File: src/rtl/camera_bus_emitter_if.sv
// camera_bus_emitter_if
//   Groups the pixel-source handshake and the DVP-style camera bus of
//   camera_bus_emitter into one bundle.
//   master : the emitter (takes pixels, drives the camera bus)
//   slave  : the environment (supplies pixels, watches the bus)
//   Signals: pixel_in[23:0] {R,G,B}, pixel_valid_in, pixel_ready_out,
//            pclk_out, vsync_out, href_out, data_out[7:0],
//            frame_done_out, underflow_out
interface camera_bus_emitter_if;
  logic [23:0] pixel_in;
  logic        pixel_valid_in;
  logic        pixel_ready_out;
  logic        pclk_out;
  logic        vsync_out;
  logic        href_out;
  logic [7:0]  data_out;
  logic        frame_done_out;
  logic        underflow_out;

  modport master (
    input  pixel_in, pixel_valid_in,
    output pixel_ready_out, pclk_out, vsync_out, href_out, data_out,
           frame_done_out, underflow_out
  );

  modport slave (
    output pixel_in, pixel_valid_in,
    input  pixel_ready_out, pclk_out, vsync_out, href_out, data_out,
           frame_done_out, underflow_out
  );
endinterface

File: src/rtl/camera_bus_emitter.sv
// camera_bus_emitter
//   Replays RGB888 pixel words from a valid/ready source as a DVP-style
//   byte bus (pclk, vsync, href, data) with fixed frame timing. Everything
//   runs on clk_in; pclk_out is clk_in/2 and bus outputs change only on
//   the falling edge of pclk_out (edges where phase == 1).
//
//   Optional feature macro: CAM_BUS_RGB888_EN
//     undefined : 2 bytes per pixel, RGB565 high byte first
//     defined   : 3 bytes per pixel, R, G, B unpacked
//
//   Ports:
//     clk_in  - sole clock
//     rst_in  - synchronous active-high reset
//     bus     - camera_bus_emitter_if.master (pixel handshake + camera bus)
module camera_bus_emitter #(
  parameter int H_ACTIVE      = 32,
  parameter int H_BLANK       = 8,
  parameter int V_ACTIVE      = 2,
  parameter int VSYNC_SLOTS   = 16,
  parameter int V_PORCH_SLOTS = 16
) (
  input  logic                  clk_in,
  input  logic                  rst_in,
  camera_bus_emitter_if.master  bus
);

`ifdef CAM_BUS_RGB888_EN
  localparam int BPP = 3;
`else
  localparam int BPP = 2;
`endif

  // One shared slot counter serves VSYNC, VPORCH and HBLANK.
  localparam int SLOT_MAX = (VSYNC_SLOTS > V_PORCH_SLOTS)
                          ? ((VSYNC_SLOTS > H_BLANK) ? VSYNC_SLOTS : H_BLANK)
                          : ((V_PORCH_SLOTS > H_BLANK) ? V_PORCH_SLOTS : H_BLANK);
  localparam int SW = (SLOT_MAX > 1) ? $clog2(SLOT_MAX) : 1;
  localparam int PW = (H_ACTIVE > 1) ? $clog2(H_ACTIVE) : 1;
  localparam int LW = (V_ACTIVE > 1) ? $clog2(V_ACTIVE) : 1;
  localparam int BW = $clog2(BPP);

  localparam logic [SW-1:0] VS_LAST = SW'(VSYNC_SLOTS - 1);
  localparam logic [SW-1:0] VP_LAST = SW'(V_PORCH_SLOTS - 1);
  localparam logic [SW-1:0] HB_LAST = SW'(H_BLANK - 1);
  localparam logic [PW-1:0] PX_LAST = PW'(H_ACTIVE - 1);
  localparam logic [LW-1:0] LN_LAST = LW'(V_ACTIVE - 1);
  localparam logic [BW-1:0] BY_LAST = BW'(BPP - 1);

  typedef enum logic [1:0] {S_VSYNC, S_VPORCH, S_ACTIVE, S_HBLANK} state_e;

  // state/counters describe the slot that the next update edge will emit
  state_e          state_q, state_d;
  logic [SW-1:0]   slot_q, slot_d;
  logic [PW-1:0]   pcnt_q, pcnt_d;
  logic [LW-1:0]   line_q, line_d;
  logic [BW-1:0]   byte_q, byte_d;

  logic            phase_q, phase_d;
  logic            vsync_q, vsync_d;
  logic            href_q, href_d;
  logic [7:0]      data_q, data_d;
  logic            ready_q, ready_d;
  logic            fd_q, fd_d;
  logic            und_q, und_d;
  logic            pend_q, pend_d;   // last HBLANK slot of the frame is on the bus
  logic [23:0]     pix_q, pix_d;

  logic            upd;
  logic [23:0]     take_pix;

  assign upd = phase_q;

  function automatic logic [7:0] pick(input logic [23:0] p, input logic [BW-1:0] idx);
`ifdef CAM_BUS_RGB888_EN
    if (idx == BW'(0)) return p[23:16];
    if (idx == BW'(1)) return p[15:8];
    return p[7:0];
`else
    if (idx == BW'(0)) return {p[23:19], p[15:13]};
    return {p[12:10], p[7:3]};
`endif
  endfunction

  // State register
  always_ff @(posedge clk_in) begin
    if (rst_in) begin
      state_q <= S_VSYNC;
      slot_q  <= '0;
      pcnt_q  <= '0;
      line_q  <= '0;
      byte_q  <= '0;
      phase_q <= 1'b0;
      vsync_q <= 1'b0;
      href_q  <= 1'b0;
      data_q  <= 8'h00;
      ready_q <= 1'b0;
      fd_q    <= 1'b0;
      und_q   <= 1'b0;
      pend_q  <= 1'b0;
      pix_q   <= 24'h0;
    end else begin
      state_q <= state_d;
      slot_q  <= slot_d;
      pcnt_q  <= pcnt_d;
      line_q  <= line_d;
      byte_q  <= byte_d;
      phase_q <= phase_d;
      vsync_q <= vsync_d;
      href_q  <= href_d;
      data_q  <= data_d;
      ready_q <= ready_d;
      fd_q    <= fd_d;
      und_q   <= und_d;
      pend_q  <= pend_d;
      pix_q   <= pix_d;
    end
  end

  // Next-state: advance one slot per update edge
  always_comb begin
    state_d = state_q;
    slot_d  = slot_q;
    pcnt_d  = pcnt_q;
    line_d  = line_q;
    byte_d  = byte_q;
    if (upd) begin
      case (state_q)
        S_VSYNC: begin
          if (slot_q == VS_LAST) begin
            slot_d  = '0;
            state_d = S_VPORCH;
          end else slot_d = slot_q + SW'(1);
        end
        S_VPORCH: begin
          if (slot_q == VP_LAST) begin
            slot_d  = '0;
            state_d = S_ACTIVE;
          end else slot_d = slot_q + SW'(1);
        end
        S_ACTIVE: begin
          if (byte_q == BY_LAST) begin
            byte_d = '0;
            if (pcnt_q == PX_LAST) begin
              pcnt_d  = '0;
              state_d = S_HBLANK;
            end else pcnt_d = pcnt_q + PW'(1);
          end else byte_d = byte_q + BW'(1);
        end
        default: begin
          if (slot_q == HB_LAST) begin
            slot_d = '0;
            if (line_q == LN_LAST) begin
              line_d  = '0;
              state_d = S_VSYNC;
            end else begin
              line_d  = line_q + LW'(1);
              state_d = S_ACTIVE;
            end
          end else slot_d = slot_q + SW'(1);
        end
      endcase
    end
  end

  // Outputs: bus values for the slot being emitted, plus handshake
  always_comb begin
    phase_d  = ~phase_q;
    vsync_d  = vsync_q;
    href_d   = href_q;
    data_d   = data_q;
    ready_d  = 1'b0;
    fd_d     = 1'b0;
    und_d    = und_q;
    pend_d   = pend_q;
    pix_d    = pix_q;
    take_pix = 24'h0;
    if (upd) begin
      vsync_d = (state_q == S_VSYNC);
      href_d  = (state_q == S_ACTIVE);
      data_d  = 8'h00;
      // The edge after the final HBLANK slot closes the frame and starts VSYNC.
      fd_d    = pend_q;
      pend_d  = (state_q == S_HBLANK) && (slot_q == HB_LAST) && (line_q == LN_LAST);
      if (state_q == S_ACTIVE) begin
        if (byte_q == '0) begin
          // A missing pixel is replaced by black and flagged.
          if (bus.pixel_valid_in && ready_q) take_pix = bus.pixel_in;
          else                               und_d    = 1'b1;
          pix_d  = take_pix;
          data_d = pick(take_pix, '0);
        end else begin
          data_d = pick(pix_q, byte_q);
        end
      end
    end else begin
      // Counters already point at the coming slot; ready covers the cycle
      // just before the edge that emits byte 0.
      ready_d = (state_q == S_ACTIVE) && (byte_q == '0);
    end
  end

  assign bus.pixel_ready_out = ready_q;
  assign bus.pclk_out        = phase_q;
  assign bus.vsync_out       = vsync_q;
  assign bus.href_out        = href_q;
  assign bus.data_out        = data_q;
  assign bus.frame_done_out  = fd_q;
  assign bus.underflow_out   = und_q;

endmodule

File: src/flat_wrapper.sv
// flat-port wrapper written by rule: the top's interface ports become plain ports
module camera_bus_emitter_flat 
#(
  parameter int H_ACTIVE      = 32,
  parameter int H_BLANK       = 8,
  parameter int V_ACTIVE      = 2,
  parameter int VSYNC_SLOTS   = 16,
  parameter int V_PORCH_SLOTS = 16
)
  (clk_in, rst_in, bus_pixel_in, bus_pixel_valid_in, bus_pixel_ready_out, bus_pclk_out, bus_vsync_out, bus_href_out, bus_data_out, bus_frame_done_out, bus_underflow_out);
  camera_bus_emitter_if bus_i ();
  input  logic clk_in;
  input  logic rst_in;
  input wire logic [$bits(bus_i.pixel_in)-1:0] bus_pixel_in;
  input wire logic [$bits(bus_i.pixel_valid_in)-1:0] bus_pixel_valid_in;
  output wire logic [$bits(bus_i.pixel_ready_out)-1:0] bus_pixel_ready_out;
  output wire logic [$bits(bus_i.pclk_out)-1:0] bus_pclk_out;
  output wire logic [$bits(bus_i.vsync_out)-1:0] bus_vsync_out;
  output wire logic [$bits(bus_i.href_out)-1:0] bus_href_out;
  output wire logic [$bits(bus_i.data_out)-1:0] bus_data_out;
  output wire logic [$bits(bus_i.frame_done_out)-1:0] bus_frame_done_out;
  output wire logic [$bits(bus_i.underflow_out)-1:0] bus_underflow_out;
  assign bus_i.pixel_in = bus_pixel_in;
  assign bus_i.pixel_valid_in = bus_pixel_valid_in;
  assign bus_pixel_ready_out = bus_i.pixel_ready_out;
  assign bus_pclk_out = bus_i.pclk_out;
  assign bus_vsync_out = bus_i.vsync_out;
  assign bus_href_out = bus_i.href_out;
  assign bus_data_out = bus_i.data_out;
  assign bus_frame_done_out = bus_i.frame_done_out;
  assign bus_underflow_out = bus_i.underflow_out;
  camera_bus_emitter #(.H_ACTIVE(H_ACTIVE), .H_BLANK(H_BLANK), .V_ACTIVE(V_ACTIVE), .VSYNC_SLOTS(VSYNC_SLOTS), .V_PORCH_SLOTS(V_PORCH_SLOTS)) u_core (.clk_in(clk_in), .rst_in(rst_in), .bus(bus_i));
endmodule
File: config.mk
export PLATFORM = sky130hd
export DESIGN_NAME = camera_bus_emitter_flat
export DESIGN_NICKNAME = d
export VERILOG_FILES = /design/src/rtl/camera_bus_emitter_if.sv /design/src/rtl/camera_bus_emitter.sv /design/src/flat_wrapper.sv
export SDC_FILE = /design/constraint.sdc
export NUM_CORES = 1
export LEC_CHECK = 0
export ABC_CLOCK_PERIOD_IN_PS = 1860
export CORE_MARGIN = 2
export CORE_UTILIZATION = 46
export CTS_BUF_LIST = sky130_fd_sc_hd__clkbuf_2
export DETAILED_ROUTE_END_ITERATION = 16
export PLACE_DENSITY = 0.87
export RECOVER_POWER = 50
export SLEW_MARGIN = 20
export SYNTH_ARGS = -nofsm -noshare
export SYNTH_HDL_FRONTEND = slang
export SYNTH_SLANG_ARGS = --single-unit
File: constraint.sdc
create_clock -name clk_in -period 1.86 [get_ports clk_in]
set_input_delay 0.186 -clock clk_in [delete_from_list [all_inputs] [get_ports clk_in]]
set_output_delay 0.186 -clock clk_in [all_outputs]
set_load 0.01 [all_outputs]
# Word level (Yosys, flattened, before mapping)
# Index checks and enable logic that the tools add are counted.
[totals]
ff_bits = 41
inputBits = 27
out_inout_bits = 14
wordCells = 74
[classes]
addsub = 4
n_eq_ne = 10
mux = 24
bitwise_logic = 5
n_reduce_logical = 17
[op_table]
columns = ["cell", "n"]
rows = [
  ["8-bit two-way mux", 4],
  ["24-bit two-way mux", 1],
  ["2-bit two-way mux", 6],
  ["3-bit AND reduction", 3],
  ["1-bit two-way mux", 8],
  ["4-bit two-way mux", 2],
  ["2-bit by 1-bit inequality test with 1-bit output (second input constant)", 4],
  ["4-bit case mux with 2 select lines", 1],
  ["2-bit case mux with 3 select lines", 1],
  ["6-bit AND reduction", 1],
  ["2-bit OR reduction", 3],
  ["5-bit by 1-bit adder with 5-bit output (second input constant)", 1],
  ["5-bit == test (second input constant)", 1],
  ["5-bit two-way mux", 1],
  ["1-bit NOT", 5],
  ["4-bit by 1-bit adder with 4-bit output (second input constant)", 1],
  ["2-bit == test (second input constant)", 2],
  ["4-bit by 3-bit == test with 1-bit output (second input constant)", 1],
  ["4-bit == test (second input constant)", 1],
  ["1-bit logical AND", 4],
  ["2-bit AND reduction", 2],
  ["4-bit AND reduction", 1],
  ["4-bit nonzero test", 1],
  ["3-bit OR reduction", 1],
  ["3 further kinds", 4],
]

# Depth between registers and ports, before layout
[depth]
word_depth = 6
ltp_mapped = 7
ltp_nobuf = 7

# Worst setup path before layout
# No wires, ideal clock.
[synth_path]
kind = "reg-to-reg"
startpoint = "register u_core.pcnt_q[0]"
endpoint = "register u_core.state_q[1]"
setup_time_ns = 0.121
arrival_time_ns = 1.704
required_ns = 1.739
slack_ns = 0.034
path_stages_with_launch = 8
n_path_buf = 0
period_less_slack_ns = 1.826
cell_sequence = "dfxtp_1 > ha_1 > and3_1 > ha_1 > nand4_1 > a21bo_1 > a21oi_2 > mux2_4"
[synth_between]
elab_chain_len = 3
[synth_rtl]
columns = ["item", "line_no", "text"]
rows = [
  ["start: declaration", "camera_bus_emitter.sv:54", "logic [PW-1:0] pcnt_q, pcnt_d;"],
  ["start signal: assignment", "camera_bus_emitter.sv:104", "pcnt_q <= pcnt_d;"],
  ["5-bit == test", "camera_bus_emitter.sv:143", "if (pcnt_q == PX_LAST) begin"],
  ["2-bit by 1-bit inequality test with 1-bit output (no source line)", "n/a", ""],
  ["6-bit AND reduction (no source line)", "n/a", ""],
  ["end signal: assignment", "camera_bus_emitter.sv:102", "state_q <= state_d;"],
  ["end: declaration", "camera_bus_emitter.sv:52", "state_e state_q, state_d;"],
]
# Every way passes these cells.
# A chain may end at the register's enable or synchronous reset.

# Worst setup path after layout
# Ends and elaborated chain as after synthesis.

==> run summary <==
Vias = 1503
Mapped Cells = 208
final net count = 276
crit-path cells = ha_2 -> and3_1 -> ha_2 -> nand4_1 -> a21bo_1 -> a21oi_2 -> mux2_4
synth unique cells = 37
RSZ-0062 raised after global routing = false
M1 wire length = 1730 um
Post-synth top cells = 36 x dfxtp_1, 25 x a21oi_1, 24 x nand2_1, 23 x nor2_1, 21 x nand3_1
layout cells sized above 1 = 9.88%
IO Count = 41
DRT antenna net count = 0
CP top delay family = compound AO/OA/AOI/OAI gates
FMAX = 552 MHz
dpl cells = 283
Finish-stage setup viols = 0
Yosys top cell area share = 42.5%
WP data required = 2.15 ns
status = finished clean
hpwl dp = 2650 um
relative slew slack = 65.8%
Tmin final = 1.81 ns
synthesis-stage register bit count = 36
fin. max-slew vios = 0
PD cells = 577 nW/um2
sequential area share after synthesis = 42.5%
Sw Pwr = 0.000296 W
number of antenna violations at the first check in global routing = 0
asr flop ratio synth = 0%
Min-Delay Path Class = in -> reg
DP Area = 2080 um2
Fin. Hold Viols = 0
Max Used Layer = met4
DIE AREA = 4180 um2
cell with the most instances after synthesis = dfxtp_1
Int Power = 0.000931 W
WL per Instance = 12.4 um
RePlAce Congestion = 0.854
CTS root buf = clkbuf_2
CTS tree = done
Detailed Route Iter0 Violations = 64
WS Path Type = reg -> reg
Critical Path Fanout Max = 3
Clk pwr share = 28.0%
Met3 Wirelength = 131 um
Crit path top cell by count = ha_2
H-tree Lvls = 2
slowest CP cell = dfxtp_1
drt drc = 0
first-pass GRT wire length = 6020 um
Routed WL = 3620 um
synth top area cells = dfxtp_1 43%, a21oi_1 7.4%, nand3_1 6.2%, nand2_1 5.3%, ha_1 5.2%
Sw Share = 24.1%
number of synthesized flops with an enable pin = 0
Leak = 0.806 nW
Antenna Cells = 0
Bufs on Longest Clock Path = 2
clk slew on worst S/H paths = 0.19 ns
fin area = 2130 um2
Yosys warnings = 0
Mapped Area = 1690 um2
final cell count without fillers = 291
Slew @ Worst Pin = 0.513 ns
Fin Setup TNS = 0 ns
Worst EP arrival = 2.11 ns
Worst Skew = 0.0297 ns
crit-path max cell delay = 0.35 ns
CP Launch Type = flip-flop
number of iterations in the first detailed-routing pass = 4
I/O Buffers = 32
clk sinks = 36
Max-cap violations = 0
die width = 64.7 um
Skew-Pair Late Insertion Delay = 0.38 ns
Max IR drop VDD = 0.000502 V
Worst Setup End Kind = flip-flop
synthesized net count = 242
vias in the first global route = 1355
largest net degree at the start of global routing = 24
Core Area = 3610 um2
Post-Route Utilization = 59.0%
fin crit share = 97.4%
Seq pwr share = 64.3%
row cnt = 22
Synth Flop Type = dfxtp_1
gr ovfl total = 0
Initial Util = 47.0%
vias per cell = 5.16
Synth-to-Final Area Change = 25.6%
met2 wire length = 1740 um
gr usage total = 18.4%
Syn Area/Cell = 8.14 um2
area leader, netlist = dfxtp_1
Die Y = 64.7 um
total CTS buffers = 5
worst path bufs/invs = 0
Combinational Power Share = 7.7%
## path summary, 6_finish.rpt
path | start | to | slack (ns) | depth (start not counted)
worst max register to register | u_core.pcnt_q[0] | u_core.state_q[1] | 0.05 | 7
worst min-delay path | bus_pixel_in[5] | u_core.pix_q[5] | 0.38 | 3
worst max-delay path | u_core.pcnt_q[0] | u_core.state_q[1] | 0.05 | 7
worst min register to register | u_core.pend_q | u_core.bus.frame_done_out | 0.47 | 2
## layout make-up
type                            count  area (um2)
Clock inverter                      2        11.3
Timing Repair Buffer               42         400
Clock buffer                        6        30.0
Inverter                            3        11.3
Tap cell                           48        60.1
Fill cell                         311        1480
Sequential cell                    36         723
Multi-Input combinational cell    154         892
## state kept, by name, summed over array words and instances (netlist names)
signal                      flops
u_core.bus.data_out             8
u_core.pix_q                    8
u_core.pcnt_q                   5
u_core.slot_q                   4
u_core.state_q                  2
u_core.bus.frame_done_out       1
u_core.bus.href_out             1
u_core.bus.pclk_out             1
u_core.bus.pixel_ready_out      1
u_core.bus.underflow_out        1
u_core.bus.vsync_out            1
u_core.byte_q                   1
u_core.line_q                   1
u_core.pend_q                   1
## power by group through the flow
stage | registers [W] | logic, W | clock network (W)
4_1_cts | 0.000789 | 0.0000977 | 0.000353
6_report | 0.000789 | 0.0000947 | 0.000344
3_5_place_dp | 0.000805 | 0.0000971 | 0
2_1_floorplan | 0.000803 | 0.0000452 | 0
5_1_grt | 0.000790 | 0.000103 | 0.000389
3_3_place_gp | 0.000804 | 0.0000956 | 0
## layer usage
layer | global-route usage (%) | vias to the layer above
met2 | 30.1 | 25
met4 | 3.99 | 0
li1 | - | 779
met3 | 5.90 | 2
met1 | 23.8 | 697
met5 | 0 | -
## worst register-to-register path: stages, from the launching register on
cell and delay [ns]:
dfxtp_1 0.35, ha_2 0.19, and3_1 0.18, ha_2 0.18, nand4_1 0.11, a21bo_1 0.24, a21oi_2 0.19, mux2_4 0.32
## what timing repair did
| item | CTS | global route |
|---|---|---|
| buffers inserted | 0 | 0 |
| endpoints found under the setup margin | 0 | 3 |
| hold buffers | 0 | 0 |
| resized for setup | 0 | 6 |
| hold endpoints to repair | 0 | 0 |
## through the flow
stage | hold slack (ns) | total power (W) | setup slack, ns
after global placement | 0.429 | 0.000900 | 0.0565
after floorplan | 0.338 | 0.000848 | 0.0342
after global routing | 0.339 | 0.00128 | 0.0000859
final | 0.377 | 0.00123 | 0.0474
after detailed placement | 0.447 | 0.000902 | 0.0151
after CTS | 0.364 | 0.00124 | 0.00114
## cell usage in the layout (no fill, tap or decap), drive strengths merged, types with 3 or more instances in the layout
master / count
dfxtp: 36
a21oi: 26
nand2: 24
nor2: 23
clkdlybuf4s50: 23
nand3: 22
o21ai: 11
dlygate4sd3: 9
buf: 8
clkbuf: 8
ha: 7
nor2b: 5
and2b: 4
inv: 3
nand2b: 3
nor3: 3
mux2i: 3
## cells by family after synthesis
| group | synth area share (%) |
|---|---|
| XOR/XNOR | 2.07 |
| multiplexers | 2.66 |
| AO/OA/AOI/OAI | 13.8 |
| AND/OR/NAND/NOR | 28.5 |
| buffers and inverters | 5.24 |
| flip-flops | 42.5 |
| adder cells (fa/ha/maj) | 5.17 |
Note: power is estimated with default switching activity, not from simulation.
